==> src/rtl/craps_ctrl.sv <==
// Craps game controller: sequences two dice roll stages, evaluates come-out
// and point-phase rolls, and holds the win/lose verdict until a new game.
module craps_ctrl (
  input  logic       clk,
  input  logic       rst_n,
  input  logic [2:0] num_a,
  input  logic       choose_a,
  input  logic [2:0] num_b,
  input  logic       choose_b,
  input  logic       new_game,
  output logic       enable,
  output logic [3:0] sum,
  output logic [3:0] point,
  output logic       point_valid,
  output logic       win,
  output logic       lose,
  output logic [7:0] rolls
);

  typedef enum logic [2:0] {
    ARM  = 3'd0,
    ROLL = 3'd1,
    EVAL = 3'd2,
    WIN  = 3'd3,
    LOSE = 3'd4
  } state_t;

  state_t     state_r;
  state_t     state_s;
  logic       enable_s;
  logic [3:0] sum_s;
  logic [3:0] point_s;
  logic       point_valid_s;
  logic       win_s;
  logic       lose_s;
  logic [7:0] rolls_s;
  logic       accept_s;

  function automatic logic face_valid(input logic [2:0] face);
    face_valid = (face != 3'd0) && (face != 3'd7);
  endfunction

  assign accept_s = choose_a & choose_b & face_valid(num_a) & face_valid(num_b);

  // Next-state and next-output logic; every output is registered below.
  always_comb begin
    state_s       = state_r;
    enable_s      = 1'b0;
    sum_s         = sum;
    point_s       = point;
    point_valid_s = point_valid;
    win_s         = win;
    lose_s        = lose;
    rolls_s       = rolls;
    case (state_r)
      ARM: begin
        state_s  = ROLL;
        enable_s = 1'b1;
      end
      ROLL: begin
        enable_s = 1'b1;
        if (accept_s) begin
          state_s = EVAL;
          sum_s   = {1'b0, num_a} + {1'b0, num_b};
          rolls_s = (rolls == 8'hFF) ? rolls : rolls + 8'd1;
        end else begin
          state_s = ROLL;
        end
      end
      EVAL: begin
        // Every outcome drops enable so the next roll sees a fresh rising edge.
        enable_s = 1'b0;
        if (!point_valid) begin
          if ((sum == 4'd7) || (sum == 4'd11)) begin
            state_s = WIN;
            win_s   = 1'b1;
          end else if ((sum == 4'd2) || (sum == 4'd3) || (sum == 4'd12)) begin
            state_s = LOSE;
            lose_s  = 1'b1;
          end else begin
            state_s       = ARM;
            point_s       = sum;
            point_valid_s = 1'b1;
          end
        end else begin
          if (sum == point) begin
            state_s = WIN;
            win_s   = 1'b1;
          end else if (sum == 4'd7) begin
            state_s = LOSE;
            lose_s  = 1'b1;
          end else begin
            state_s = ARM;
          end
        end
      end
      WIN, LOSE: begin
        if (new_game) begin
          state_s       = ARM;
          sum_s         = 4'd0;
          point_s       = 4'd0;
          point_valid_s = 1'b0;
          win_s         = 1'b0;
          lose_s        = 1'b0;
          rolls_s       = 8'd0;
        end else begin
          state_s = state_r;
        end
      end
      default: begin
        state_s       = ARM;
        sum_s         = 4'd0;
        point_s       = 4'd0;
        point_valid_s = 1'b0;
        win_s         = 1'b0;
        lose_s        = 1'b0;
        rolls_s       = 8'd0;
      end
    endcase
  end

  // State and output registers with synchronous active-low reset.
  always_ff @(posedge clk) begin
    if (!rst_n) begin
      state_r     <= ARM;
      enable      <= 1'b0;
      sum         <= 4'd0;
      point       <= 4'd0;
      point_valid <= 1'b0;
      win         <= 1'b0;
      lose        <= 1'b0;
      rolls       <= 8'd0;
    end else begin
      state_r     <= state_s;
      enable      <= enable_s;
      sum         <= sum_s;
      point       <= point_s;
      point_valid <= point_valid_s;
      win         <= win_s;
      lose        <= lose_s;
      rolls       <= rolls_s;
    end
  end

endmodule

==> config.mk <==
export PLATFORM = sky130hd
export DESIGN_NAME = craps_ctrl
export DESIGN_NICKNAME = d
export VERILOG_FILES = /design/src/rtl/craps_ctrl.sv
export SDC_FILE = /design/constraint.sdc
export NUM_CORES = 1
export LEC_CHECK = 0
export ABC_AREA = 1
export CORE_MARGIN = 4
export CORE_UTILIZATION = 42
export CTS_CLUSTER_DIAMETER = 150
export DETAILED_ROUTE_END_ITERATION = 16
export GPL_TIMING_DRIVEN = 0
export PLACE_DENSITY = 0.81
export SLEW_MARGIN = 40
export SYNTH_ARGS = -nofsm -noshare
export SYNTH_HDL_FRONTEND = slang
export SYNTH_SLANG_ARGS = --single-unit
==> constraint.sdc <==
create_clock -name clk -period 1.6 [get_ports clk]
set_clock_uncertainty 0.15 [all_clocks]
set_input_delay 0.32 -clock clk [delete_from_list [all_inputs] [get_ports clk]]
set_output_delay 0.32 -clock clk [all_outputs]
set_load 0.01 [all_outputs]
==> flow_summary.ini <==
[sta]
hold-worst-slack_ns = 0.306
finalSetupViolCount = 0
final.period_utilization_pct = 95.9
fin_ws_ns = 0.0656
max_slew_margin_pct = 75.4
worstMarginPinSlew_ns = 0.365
slew_viol_final = 0
hold_violations = 0
rsz0062_at_grt = true
finalCriticalPeriod_ns = 1.53
max_freq_mhz = 652

[placed_design]
io_buffers = 30
placed_cell_area_um2 = 1850
dp_hpwl_mm = 2.60
dp_slack_ns = -0.545
gp_congestion = 0.876

[logic_synthesis]
syn_nets = 255
synth-async-reset-ratio_pct = 0
ys_ff_latch = 23
synth.distinct_cells = 26
netlist_instances = 239
postSynthAreaPerCell_um2 = 6.24
yosysSeqAreaShare_pct = 30.9
synthFlopType = dfxtp_1
netlist_area_um2 = 1490
yosysWarningCount = 0
synth_edf_count = 0

[drt]
wl_per_cell_um = 11.6
routed_wl_mm = 3.78
initialDrtViolationCount = 97
drc = 0
detail-route-antenna-nets = 0
num_vias = 1614
dr.pass1.iters = 4
via_per_inst = 4.95

[floorplan]
start_util_pct = 44.0
die_w_um = 67.6
rows = 21
coreArea_um2 = 3390
die_h_um = 67.6
die_area_um2 = 4570
io_pins = 31

[worst_setup_path]
critPathBufInv = 2
crit_family = simple AND/OR/NAND/NOR gates
worstRegToRegCells = 7
r2r-end = rolls[4]
critPathMaxFanout = 5
crit_type = flop to flop
cpMaxStageDelayCell = dfxtp_4
cpPeakStageDelay_ns = 0.40
start_kind = flop
r2r_start = rolls[0]
worstPathArrival_ns = 1.61
critical_path_required_ns = 1.67
r2r_setup_slack_ns = 0.07
path_cells = ha_4, inv_4, nor3_4, nand3_2, buf_2, nand4_1, a21oi_1
cp-end-kind = flop

[global_route]
grt_pass1_wl_mm = 5.93
grt_pass1_vias = 1355
grt_usage_pct = 16.6
grt_overflow = 0
grt_max_degree = 14
antenna_found_initial = 0

[clocking]
htreeDepth = 1
cts.clk_slew.worst_paths_ns = 0.14
root_buffer = clkbuf_4
clock_path_buffers = 2
cts.sinks = 23
numCtsBuffers = 3
clock_latency_ns = 0.33
cts_tree = built

[hold_path]
hp-class = flop to flop
hp-start = lose
whs_endpoint = lose
whs_path_depth = 2

[final_layout]
layout.nets = 297
drive_gt1_share_pct = 22.1
area_growth_pct = 37.3
diodes = 0
final_cell_area_um2 = 2050
fillers = 306

[power_and_ir_drop]
p_leak_nw = 0.945
power_frac_comb_pct = 20.6
max-vdd-ir-drop_mv = 0.251
sw_frac_of_total_pct = 31.4
p_clk_share_pct = 26.1
p_int_uw = 766
power_density_nw_per_um2 = 545
seqPwrFrac_pct = 53.3
p_switching_uw = 351

[flow_run]
maxCapViolCount = 0

[outcome]
status = complete, no violations
[how the worst max path moves through the flow]
stage | endpoint | slack [ns] | from | cells past startpoint
final | rolls[4] | 0.07 | rolls[0] | 7
after global routing | rolls[0] | -0.05 | rolls[1] | 9
after CTS | point[2] | 0.01 | state_r[0] | 9
after detailed placement | sum[2] | -0.54 | num_a[0] | 8
after global placement | sum[2] | -0.53 | num_a[0] | 8
after floorplan | rolls[5] | 0.06 | rolls[1] | 9
[cells by family (layout without fill, tap and decap cells)]
group / after synthesis / count (layout) / share of synthesized area [%]
AO/OA/AOI/OAI: 31 / 31 / 10.6
buffers and inverters: 42 / 83 / 11.7
flip-flops: 23 / 23 / 30.9
AND/OR/NAND/NOR: 135 / 135 / 40.4
adder cells (fa/ha/maj): 5 / 5 / 4.70
XOR/XNOR: 3 / 3 / 1.76
[worst reg2reg max path, stage by stage, from the launching register on]
cell	delay (ns)
dfxtp_4	0.40
ha_4	0.17
inv_4	0.04
nor3_4	0.20
nand3_2	0.14
buf_2	0.18
nand4_1	0.09
a21oi_1	0.07
[area by class of cell]
cell class / count / area (um^2) / area share [%]
multi-input combinational: 174 / 930 / 45.4
sequential: 23 / 510 / 24.9
timing repair buffer: 37 / 329 / 16.1
inverter: 36 / 140 / 6.84
tap: 46 / 57.6 / 2.81
buffer: 6 / 53.8 / 2.63
clock buffer: 3 / 22.5 / 1.10
clock inverter: 1 / 5.00 / 0.244
[power by group through the flow]
stage / Sequential [mW] / Combinational, mW / Clock [mW]
final: 0.595 / 0.230 / 0.291
after global routing: 0.599 / 0.256 / 0.322
after CTS: 0.597 / 0.212 / 0.290
after detailed placement: 0.617 / 0.212 / 0
after global placement: 0.617 / 0.209 / 0
after floorplan: 0.618 / 0.127 / 0
[cell usage after synthesis (2+ instances only)]
| cell | n | share of area, % |
|---|---|---|
| a21oi_1 | 22 | 7.4 |
| o21ai_0 | 6 | 2.0 |
| dfxtp_1 | 23 | 31 |
| xor2_1 | 2 | 1.2 |
| inv_2 | 3 | 0.75 |
| nand3_2 | 2 | 1.3 |
| nand4_1 | 12 | 5.0 |
| buf_2 | 2 | 0.67 |
| buf_4 | 2 | 1.0 |
| ha_1 | 4 | 3.4 |
| nor2_1 | 29 | 7.3 |
| inv_1 | 33 | 8.3 |
| nand3_1 | 16 | 5.4 |
| o21ai_1 | 2 | 0.67 |
| nand2_1 | 69 | 17 |
| nor2_2 | 2 | 0.84 |
[stage by stage]
stage	util [%]	setup TNS [ns]	cells	power, mW
after floorplan	-	0	239	0.745
after global placement	54.7	-6.96	315	0.826
after detailed placement	54.7	-7.06	315	0.829
after CTS	56.5	0	319	1.10
after global routing	60.4	-0.107	326	1.18
final	60.4	0	326	1.12
[sequential cells by signal, indices dropped and copies added, names as in the netlist]
| register | flops |
|---|---|
| win | 1 |
| lose | 1 |
| sum | 4 |
| point | 4 |
| rolls | 8 |
| state_r | 3 |
| enable | 1 |
| point_valid | 1 |
[cell usage in the layout, fill, tap and decap left out, types with 2 or more instances in the layout]
cell / instances
nor2_2: 3
o21ai_1: 2
dfxtp_4: 11
inv_1: 29
nand2_2: 4
inv_2: 5
nand3_2: 3
nand3_4: 2
o21ai_2: 2
buf_4: 8
nand4_1: 12
dlymetal6s2s_1: 3
nor2_4: 2
o21ai_0: 4
clkdlybuf4s50_1: 4
inv_4: 2
dfxtp_2: 7
xor2_1: 2
ha_1: 2
nand3_1: 14
nor2_1: 26
a21oi_1: 22
nand2_1: 66
dfxtp_1: 5
dlygate4sd2_1: 23
clkbuf_4: 3
buf_6: 3
[metal layers]
layer	up-vias	track usage (%)	wire length, um
met4	0	6.33	32
li1	847	-	-
met5	-	0	0
met2	51	26.7	1820
met3	3	2.66	203
met1	713	22.1	1720
[what timing repair did]
item | CTS | global route
pin swaps | 3 | 13
gates cloned | 0 | 1
hold buffers | 0 | 0
setup endpoints to repair | 33 | 18
resized for setup | 53 | 32
buffers inserted | 0 | 6
Power figures use the tool's default switching activity.
